**src/rtl/servo_pwm_update_ctrl_if.sv**
```systemverilog
// Host-side bus of the servo PWM update controller: shadow-register writes
// plus the commit request and its pending status.
interface servo_pwm_update_ctrl_if #(
    parameter int DWIDTH = 15
);
    logic              wr_valid;
    logic              wr_ready;
    logic [2:0]        wr_sel;
    logic [DWIDTH-1:0] wr_data;
    logic              commit;
    logic              commit_pend;

    modport master (
        output wr_valid, wr_sel, wr_data, commit,
        input  wr_ready, commit_pend
    );

    modport slave (
        input  wr_valid, wr_sel, wr_data, commit,
        output wr_ready, commit_pend
    );
endinterface

```
**src/rtl/servo_pwm_update_ctrl.sv**
```systemverilog
// Shadow/active register controller for servo_pwmx4: atomic commits at period boundaries,
// core_en sequencing (start, 2-period graceful stop, fault kill). Option: SERVO_PWM_SOFTSTART_EN.
module servo_pwm_update_ctrl #(
    parameter int DWIDTH          = 15,
    parameter int RST_PRESCALER   = 10,
    parameter int RST_HALF_PERIOD = 100
) (
    input  logic                    clk_i,
    input  logic                    reset_i,
    servo_pwm_update_ctrl_if.slave  host_if,
    input  logic                    start_i,
    input  logic                    stop_i,
    input  logic                    fault_i,
    input  logic                    fault_clr_i,
    input  logic                    pwm_sync_i,
    output logic                    core_en_o,
    output logic [DWIDTH-1:0]       prescaler_o,
    output logic [DWIDTH-1:0]       half_period_o,
    output logic [5:0]              trig_rate_o,
    output logic [DWIDTH-1:0]       d0_o,
    output logic [DWIDTH-1:0]       d1_o,
    output logic [DWIDTH-1:0]       d2_o,
    output logic [DWIDTH-1:0]       d3_o,
    output logic [2:0]              state_o
);

    typedef enum logic [2:0] {
        IDLE       = 3'd0,
        RUN        = 3'd1,
        STOP_DRAIN = 3'd2,
        STOP_OFF   = 3'd3,
        FAULT      = 3'd4
    } state_t;

    state_t state_q, state_d;
    logic   core_en_q, core_en_d;
    logic   commit_pend_q, commit_pend_d;

    logic [DWIDTH-1:0]            sh_pre_q, sh_pre_d, sh_hp_q, sh_hp_d;
    logic [5:0]                   sh_trig_q, sh_trig_d;
    logic [3:0][DWIDTH-1:0]       sh_duty_q, sh_duty_d;
    logic [DWIDTH-1:0]            act_pre_q, act_pre_d, act_hp_q, act_hp_d;
    logic [5:0]                   act_trig_q, act_trig_d;
    logic [3:0][DWIDTH-1:0]       act_duty_q, act_duty_d;
    logic [3:0][DWIDTH-1:0]       clamp;

    logic wr_acc, sync_v, apply, zero_duty;

    assign wr_acc = host_if.wr_valid & ~commit_pend_q;
    assign sync_v = pwm_sync_i & core_en_q;
    // Fault blocks the transfer; the commit stays pending until the fault level drops.
    assign apply  = commit_pend_q & ~fault_i &
                    ((state_q == IDLE) || (state_q == FAULT) || ((state_q == RUN) && sync_v));

    // FSM next state, core_en and duty zeroing
    always_comb begin
        state_d   = state_q;
        core_en_d = core_en_q;
        zero_duty = 1'b0;
        if (fault_i) begin
            state_d   = FAULT;
            core_en_d = 1'b0;
            zero_duty = 1'b1;
        end else begin
            case (state_q)
                IDLE: if (start_i && !stop_i) begin
                    state_d   = RUN;
                    core_en_d = 1'b1;
                end
                RUN:        if (stop_i) state_d = STOP_DRAIN;
                STOP_DRAIN: if (sync_v) begin
                    state_d   = STOP_OFF;
                    zero_duty = 1'b1;
                end
                STOP_OFF:   if (sync_v) begin
                    state_d   = IDLE;
                    core_en_d = 1'b0;
                end
                FAULT:      if (fault_clr_i) state_d = IDLE;
                default: begin
                    state_d   = IDLE;
                    core_en_d = 1'b0;
                end
            endcase
        end
    end

    always_comb begin
        commit_pend_d = commit_pend_q;
        if (apply)
            commit_pend_d = 1'b0;
        else if (host_if.commit && !fault_i)
            commit_pend_d = 1'b1;
    end

    // Shadow writes; wr_sel=7 is accepted but lands nowhere
    always_comb begin
        sh_pre_d  = sh_pre_q;
        sh_hp_d   = sh_hp_q;
        sh_trig_d = sh_trig_q;
        sh_duty_d = sh_duty_q;
        if (wr_acc) begin
            case (host_if.wr_sel)
                3'd0, 3'd1, 3'd2, 3'd3: sh_duty_d[host_if.wr_sel[1:0]] = host_if.wr_data;
                3'd4:    sh_hp_d   = host_if.wr_data;
                3'd5:    sh_pre_d  = host_if.wr_data;
                3'd6:    sh_trig_d = host_if.wr_data[5:0];
                default: ;
            endcase
        end
    end

    always_comb begin
        for (int n = 0; n < 4; n++)
            clamp[n] = (sh_duty_q[n] > sh_hp_q) ? sh_hp_q : sh_duty_q[n];
    end

    always_comb begin
        act_pre_d  = act_pre_q;
        act_hp_d   = act_hp_q;
        act_trig_d = act_trig_q;
        if (apply) begin
            act_pre_d  = sh_pre_q;
            act_hp_d   = sh_hp_q;
            act_trig_d = sh_trig_q;
        end
    end

`ifdef SERVO_PWM_SOFTSTART_EN
    logic [3:0][DWIDTH-1:0] tgt_q, tgt_d;
    logic [DWIDTH-1:0]      step;

    assign step = (act_hp_q[DWIDTH-1:4] == '0) ? DWIDTH'(1) : (act_hp_q >> 4);

    // In RUN each sync slews the duty toward its target; elsewhere applies jump.
    always_comb begin
        tgt_d      = tgt_q;
        act_duty_d = act_duty_q;
        for (int n = 0; n < 4; n++) begin
            if (zero_duty) begin
                tgt_d[n]      = '0;
                act_duty_d[n] = '0;
            end else begin
                if (apply) tgt_d[n] = clamp[n];
                if (apply && state_q != RUN) begin
                    act_duty_d[n] = clamp[n];
                end else if (state_q == RUN && sync_v) begin
                    if (act_duty_q[n] < tgt_d[n])
                        act_duty_d[n] = ((tgt_d[n] - act_duty_q[n]) > step) ?
                                        act_duty_q[n] + step : tgt_d[n];
                    else if (act_duty_q[n] > tgt_d[n])
                        act_duty_d[n] = ((act_duty_q[n] - tgt_d[n]) > step) ?
                                        act_duty_q[n] - step : tgt_d[n];
                end
            end
        end
    end

    always_ff @(posedge clk_i or posedge reset_i) begin
        if (reset_i) tgt_q <= '0;
        else         tgt_q <= tgt_d;
    end
`else
    always_comb begin
        act_duty_d = act_duty_q;
        for (int n = 0; n < 4; n++) begin
            if (zero_duty)  act_duty_d[n] = '0;
            else if (apply) act_duty_d[n] = clamp[n];
        end
    end
`endif

    always_ff @(posedge clk_i or posedge reset_i) begin
        if (reset_i) begin
            state_q       <= IDLE;
            core_en_q     <= 1'b0;
            commit_pend_q <= 1'b0;
            sh_pre_q      <= DWIDTH'(RST_PRESCALER);
            sh_hp_q       <= DWIDTH'(RST_HALF_PERIOD);
            sh_trig_q     <= '0;
            sh_duty_q     <= '0;
            act_pre_q     <= DWIDTH'(RST_PRESCALER);
            act_hp_q      <= DWIDTH'(RST_HALF_PERIOD);
            act_trig_q    <= '0;
            act_duty_q    <= '0;
        end else begin
            state_q       <= state_d;
            core_en_q     <= core_en_d;
            commit_pend_q <= commit_pend_d;
            sh_pre_q      <= sh_pre_d;
            sh_hp_q       <= sh_hp_d;
            sh_trig_q     <= sh_trig_d;
            sh_duty_q     <= sh_duty_d;
            act_pre_q     <= act_pre_d;
            act_hp_q      <= act_hp_d;
            act_trig_q    <= act_trig_d;
            act_duty_q    <= act_duty_d;
        end
    end

    assign host_if.wr_ready    = ~commit_pend_q;
    assign host_if.commit_pend = commit_pend_q;
    assign core_en_o           = core_en_q;
    assign prescaler_o         = act_pre_q;
    assign half_period_o       = act_hp_q;
    assign trig_rate_o         = act_trig_q;
    assign d0_o                = act_duty_q[0];
    assign d1_o                = act_duty_q[1];
    assign d2_o                = act_duty_q[2];
    assign d3_o                = act_duty_q[3];
    assign state_o             = state_q;

endmodule

```
**src/flat_wrapper.sv**
```systemverilog
// flat-port wrapper written by rule: the top's interface ports become plain ports
module servo_pwm_update_ctrl_flat 
#(
    parameter int DWIDTH          = 15,
    parameter int RST_PRESCALER   = 10,
    parameter int RST_HALF_PERIOD = 100
)
  (clk_i, reset_i, start_i, stop_i, fault_i, fault_clr_i, pwm_sync_i, core_en_o, prescaler_o, half_period_o, trig_rate_o, d0_o, d1_o, d2_o, d3_o, state_o, host_if_wr_valid, host_if_wr_sel, host_if_wr_data, host_if_commit, host_if_wr_ready, host_if_commit_pend);
  servo_pwm_update_ctrl_if #(.DWIDTH(DWIDTH)) host_if_i ();
  input  logic clk_i;
  input  logic reset_i;
  input  logic start_i;
  input  logic stop_i;
  input  logic fault_i;
  input  logic fault_clr_i;
  input  logic pwm_sync_i;
  output logic core_en_o;
  output logic [DWIDTH-1:0] prescaler_o;
  output logic [DWIDTH-1:0] half_period_o;
  output logic [5:0] trig_rate_o;
  output logic [DWIDTH-1:0] d0_o;
  output logic [DWIDTH-1:0] d1_o;
  output logic [DWIDTH-1:0] d2_o;
  output logic [DWIDTH-1:0] d3_o;
  output logic [2:0] state_o;
  input wire logic [$bits(host_if_i.wr_valid)-1:0] host_if_wr_valid;
  input wire logic [$bits(host_if_i.wr_sel)-1:0] host_if_wr_sel;
  input wire logic [$bits(host_if_i.wr_data)-1:0] host_if_wr_data;
  input wire logic [$bits(host_if_i.commit)-1:0] host_if_commit;
  output wire logic [$bits(host_if_i.wr_ready)-1:0] host_if_wr_ready;
  output wire logic [$bits(host_if_i.commit_pend)-1:0] host_if_commit_pend;
  assign host_if_i.wr_valid = host_if_wr_valid;
  assign host_if_i.wr_sel = host_if_wr_sel;
  assign host_if_i.wr_data = host_if_wr_data;
  assign host_if_i.commit = host_if_commit;
  assign host_if_wr_ready = host_if_i.wr_ready;
  assign host_if_commit_pend = host_if_i.commit_pend;
  servo_pwm_update_ctrl #(.DWIDTH(DWIDTH), .RST_PRESCALER(RST_PRESCALER), .RST_HALF_PERIOD(RST_HALF_PERIOD)) u_core (.clk_i(clk_i), .reset_i(reset_i), .host_if(host_if_i), .start_i(start_i), .stop_i(stop_i), .fault_i(fault_i), .fault_clr_i(fault_clr_i), .pwm_sync_i(pwm_sync_i), .core_en_o(core_en_o), .prescaler_o(prescaler_o), .half_period_o(half_period_o), .trig_rate_o(trig_rate_o), .d0_o(d0_o), .d1_o(d1_o), .d2_o(d2_o), .d3_o(d3_o), .state_o(state_o));
endmodule
```
**config.mk**
```make
export PLATFORM = sky130hd
export DESIGN_NAME = servo_pwm_update_ctrl_flat
export DESIGN_NICKNAME = d
export VERILOG_FILES = /design/src/rtl/servo_pwm_update_ctrl_if.sv /design/src/rtl/servo_pwm_update_ctrl.sv /design/src/flat_wrapper.sv
export SDC_FILE = /design/constraint.sdc
export NUM_CORES = 1
export LEC_CHECK = 0
export CAP_MARGIN = 20
export CORE_ASPECT_RATIO = 1.5
export CORE_MARGIN = 3
export CORE_UTILIZATION = 40
export CTS_BUF_LIST = sky130_fd_sc_hd__clkbuf_16
export DETAILED_ROUTE_END_ITERATION = 10
export HOLD_SLACK_MARGIN = 0.02
export PLACE_DENSITY_LB_ADDON = 0.12
export RECOVER_POWER = 25
export SYNTH_ARGS = -nofsm -noshare
export SYNTH_HDL_FRONTEND = slang
export SYNTH_SLANG_ARGS = --single-unit
```
**constraint.sdc**
```tcl
create_clock -name clk_i -period 6.7 [get_ports clk_i]
set_input_delay 1.675 -clock clk_i [delete_from_list [all_inputs] [get_ports clk_i]]
set_output_delay 1.675 -clock clk_i [all_outputs]
set_load 0.02 [all_outputs]
```
==> impl_results.md <==
- Final HPWL DP: 16.8 mm
- Post-route ant nets: 0
- Failing checks: max-capacitance violations, max-slew violations
- GRT Resource Usage Total: 0.200
- Placed Instances: 1217
- Max IR drop VDD: 0.000271 V
- Post-synthesis instance total: 838
- Syn nets: 925
- Sum of negative setup slack: 0 ns
- First-pass GRT wire length: 38.0 mm
- Initial core utilization: 0.407
- FILL cells: 2050
- CP bufs+invs: 2
- CTS sink cnt: 197
- Slowest stage delay, CP: 1.34 ns
- Top Ports: 129
- Max_slew headroom: -0.119
- Worst Setup Start Kind: primary input
- Vias in the first global route: 6906
- Die width: 129 microns
- CTS buffer count: 17
- H-tree depth: 4
- Layout area overhead: 24.0%
- Final worst path period need: 4.64 ns
- Worst-path fanout max: 10
- Syn. warnings: 0
- Worst Path Required: 7.04 ns
- Static leakage: 5.10 nW
- Crit path max-delay family: compound AO/OA/AOI/OAI gates
- Post-Syn Area: 9120 sq um
- Post-synth cell types: 30
- Fmax: 216 MHz
- Drt initial violations: 377
- Via count: 6607
- DRT Pass-1 Iters: 4
- Setup CP Type: primary input to flip-flop
- Max Cap Violations: 1
- RD Place Congestion: 0.804
- Critical path's slowest cell: a211oi_1
- Gr ovfl total: 0
- Final WL: 23.5 mm
- Status: finished, violations left
- Cell row count: 67
- IO buf count: 128
- CTS tree: done
- CP cell instances: dlygate4sd3_1 -> nand3b_1 -> a211oi_1 -> o211ai_1 -> buf_4 -> o221ai_1
- Die H: 191 microns
- Final net count: 1048
- Clock Skews: 0.0137 ns
- N_diodes: 0
- DR DRC count: 0
- Largest net degree at the start of global routing: 182
- Hold_buf cts: 0
- Fraction of layout cells with a size suffix above 1: 0.136
- PostCTS Resize Cnt: 0
- Initial antenna violation count: 0
- Least-Margin Pin Slew: 1.67 ns
- Worst Path Arrival: 4.98 ns
- Crit end category: flip-flop
- Sequential fraction of the synthesis area: 0.542
- Period Utilization, post-route: 0.692
- Power density over cell area: 491 nW/um^2
- Worst-Skew Late Latency: 0.44 ns
- # setup viols final: 0
- Worst-path clk slew: 0.07 ns
- CTS Buffer Depth: 2
- Worst min-delay path class: flip-flop to flip-flop
- DR vias/cell: 5.29
- Core footprint: 22400 sq um
- Root buf cell: clkbuf_16
- DR WL/cell: 18.8 microns
- Setup repair bufs after CTS: 0
- Hold Fails Final Rpt: 0
- Die ar.: 24700 sq um
- Final Max Tran Viols: 11
- R2r setup slk: 3.30 ns
- #FFs+latches synth: 197
- Final cell count without fillers: 1250
- RSZ-0062 raised after global routing: false
- Synthesized area per cell: 10.9 sq um
-- sequential cells by signal, indices dropped and copies added (netlist names) --
signal,cells
u_core.sh_duty_q,60
u_core.d0_o,15
u_core.d1_o,15
u_core.d2_o,15
u_core.d3_o,15
u_core.half_period_o,15
u_core.prescaler_o,15
u_core.sh_hp_q,15
u_core.sh_pre_q,15
u_core.sh_trig_q,6
u_core.trig_rate_o,6
u_core.state_o,3
u_core.core_en_o,1
u_core.host_if.commit_pend,1
-- Yosys cell counts --
| library cell | number | area, sq um |
|---|---|---|
| nand2_1 | 172 | 646 |
| o41ai_1 | 1 | 8.76 |
| nand3b_1 | 7 | 52.6 |
| a211oi_1 | 5 | 37.5 |
| ha_1 | 60 | 751 |
| clkbuf_1 | 26 | 97.6 |
| nand2b_1 | 4 | 25.0 |
| nand3_1 | 11 | 55.1 |
| a31oi_1 | 2 | 12.5 |
| dfstp_2 | 10 | 263 |
| o31a_1 | 8 | 70.1 |
| inv_1 | 79 | 297 |
| and3_1 | 1 | 6.26 |
| or4b_1 | 2 | 20.0 |
| mux2_2 | 81 | 912 |
| nor3_1 | 6 | 30.0 |
| a21oi_1 | 29 | 145 |
| nand4_1 | 9 | 56.3 |
| o211ai_1 | 4 | 30.0 |
| o221ai_1 | 60 | 526 |
| nor2_1 | 12 | 45.0 |
| o21a_1 | 8 | 60.1 |
| dfrtp_1 | 187 | 4680 |
| buf_2 | 5 | 25.0 |
| o21bai_1 | 1 | 7.51 |
| buf_6 | 1 | 11.3 |
| o21ai_0 | 39 | 195 |
| buf_1 | 2 | 7.51 |
| mux2i_1 | 1 | 10.0 |
| nor3b_1 | 5 | 37.5 |
-- logic make-up (layout without fill, tap and decap cells) --
family,count (synthesis),count (layout),synth area share
AO/OA/AOI/OAI,157,157,0.120
AND/OR/NAND/NOR,229,229,0.107
buffers and inverters,113,249,0.0480
multiplexers,82,82,0.101
flip-flops,197,197,0.542
adder cells (fa/ha/maj),60,60,0.0823
-- final cells by class --
type	count	area (sq um)	area share
flip-flops and latches	197	4940	0.437
multi-input cells	528	3740	0.331
repair buffers	138	1380	0.122
clock buffers	17	425	0.0376
well taps	276	345	0.0305
inverters	79	298	0.0263
clock inverters	15	178	0.0157
-- worst reg2reg max path, cell delays in order (launching register included) --
cell and delay (ns):
dfrtp_1 0.47, nand3b_1 0.21, a211oi_1 1.34, o211ai_1 0.71
buf_4 0.39, o221ai_1 0.18
-- stage by stage --
stage / setup slack (ns) / hold slack, ns / instance area [sq um] / power [mW] / utilization
6_report: 2.06 / 0.454 / 11300 / 5.56 / 0.505
5_1_grt: 1.85 / 0.480 / 11300 / 5.98 / 0.505
4_1_cts: 2.75 / 0.462 / 11300 / 5.63 / 0.506
3_5_place_dp: 2.30 / 0.450 / 10700 / 4.54 / 0.479
3_3_place_gp: 2.33 / 0.446 / 10700 / 4.49 / 0.478
2_1_floorplan: 2.49 / 0.433 / 9120 / 3.50 / -
-- path summary, 6_finish.rpt --
kind                                                start                                    to  depth (start not counted)
max                                            pwm_sync_i           u_core.d0_o[14]$_DFFE_PP0P_                          6
min                        u_core.sh_pre_q[1]$_DFFE_PP1P_     u_core.prescaler_o[1]$_DFFE_PP1P_                          2
max in group asynchronous                         reset_i        u_core.sh_hp_q[11]$_DFFE_PP0P_                          3
max reg2reg                 u_core.state_o[2]$_DFFE_PP0P_           u_core.d0_o[14]$_DFFE_PP0P_                          5
min in group asynchronous                         reset_i  u_core.half_period_o[14]$_DFFE_PP0P_                          2
min reg2reg                u_core.sh_pre_q[1]$_DFFE_PP1P_     u_core.prescaler_o[1]$_DFFE_PP1P_                          2
-- placed cells by master, fill, tap and decap left out, types with 17 or more instances in the layout --
master and instances:
a21oi_1 29, clkbuf_16 17, clkdlybuf4s50_1 123, dfrtp_1 187, ha_1 60, inv_1 79
mux2_2 81, nand2_1 172, o21ai_0 39, o221ai_1 60
-- metal layers --
metal  vias up  track usage  wire (microns)
li1       3189            -               -
met1      3264        0.249            9890
met2       119        0.349           12400
met3        35       0.0333             746
met4         0       0.0675             514
met5         -            0               0
-- where the power goes --
part	switching (mW)	internal [mW]
combinational	1.32	1.09
clock	0.472	0.592
sequential	0.348	1.73
total	2.14	3.42
Note: power is estimated with default switching activity, not from simulation.
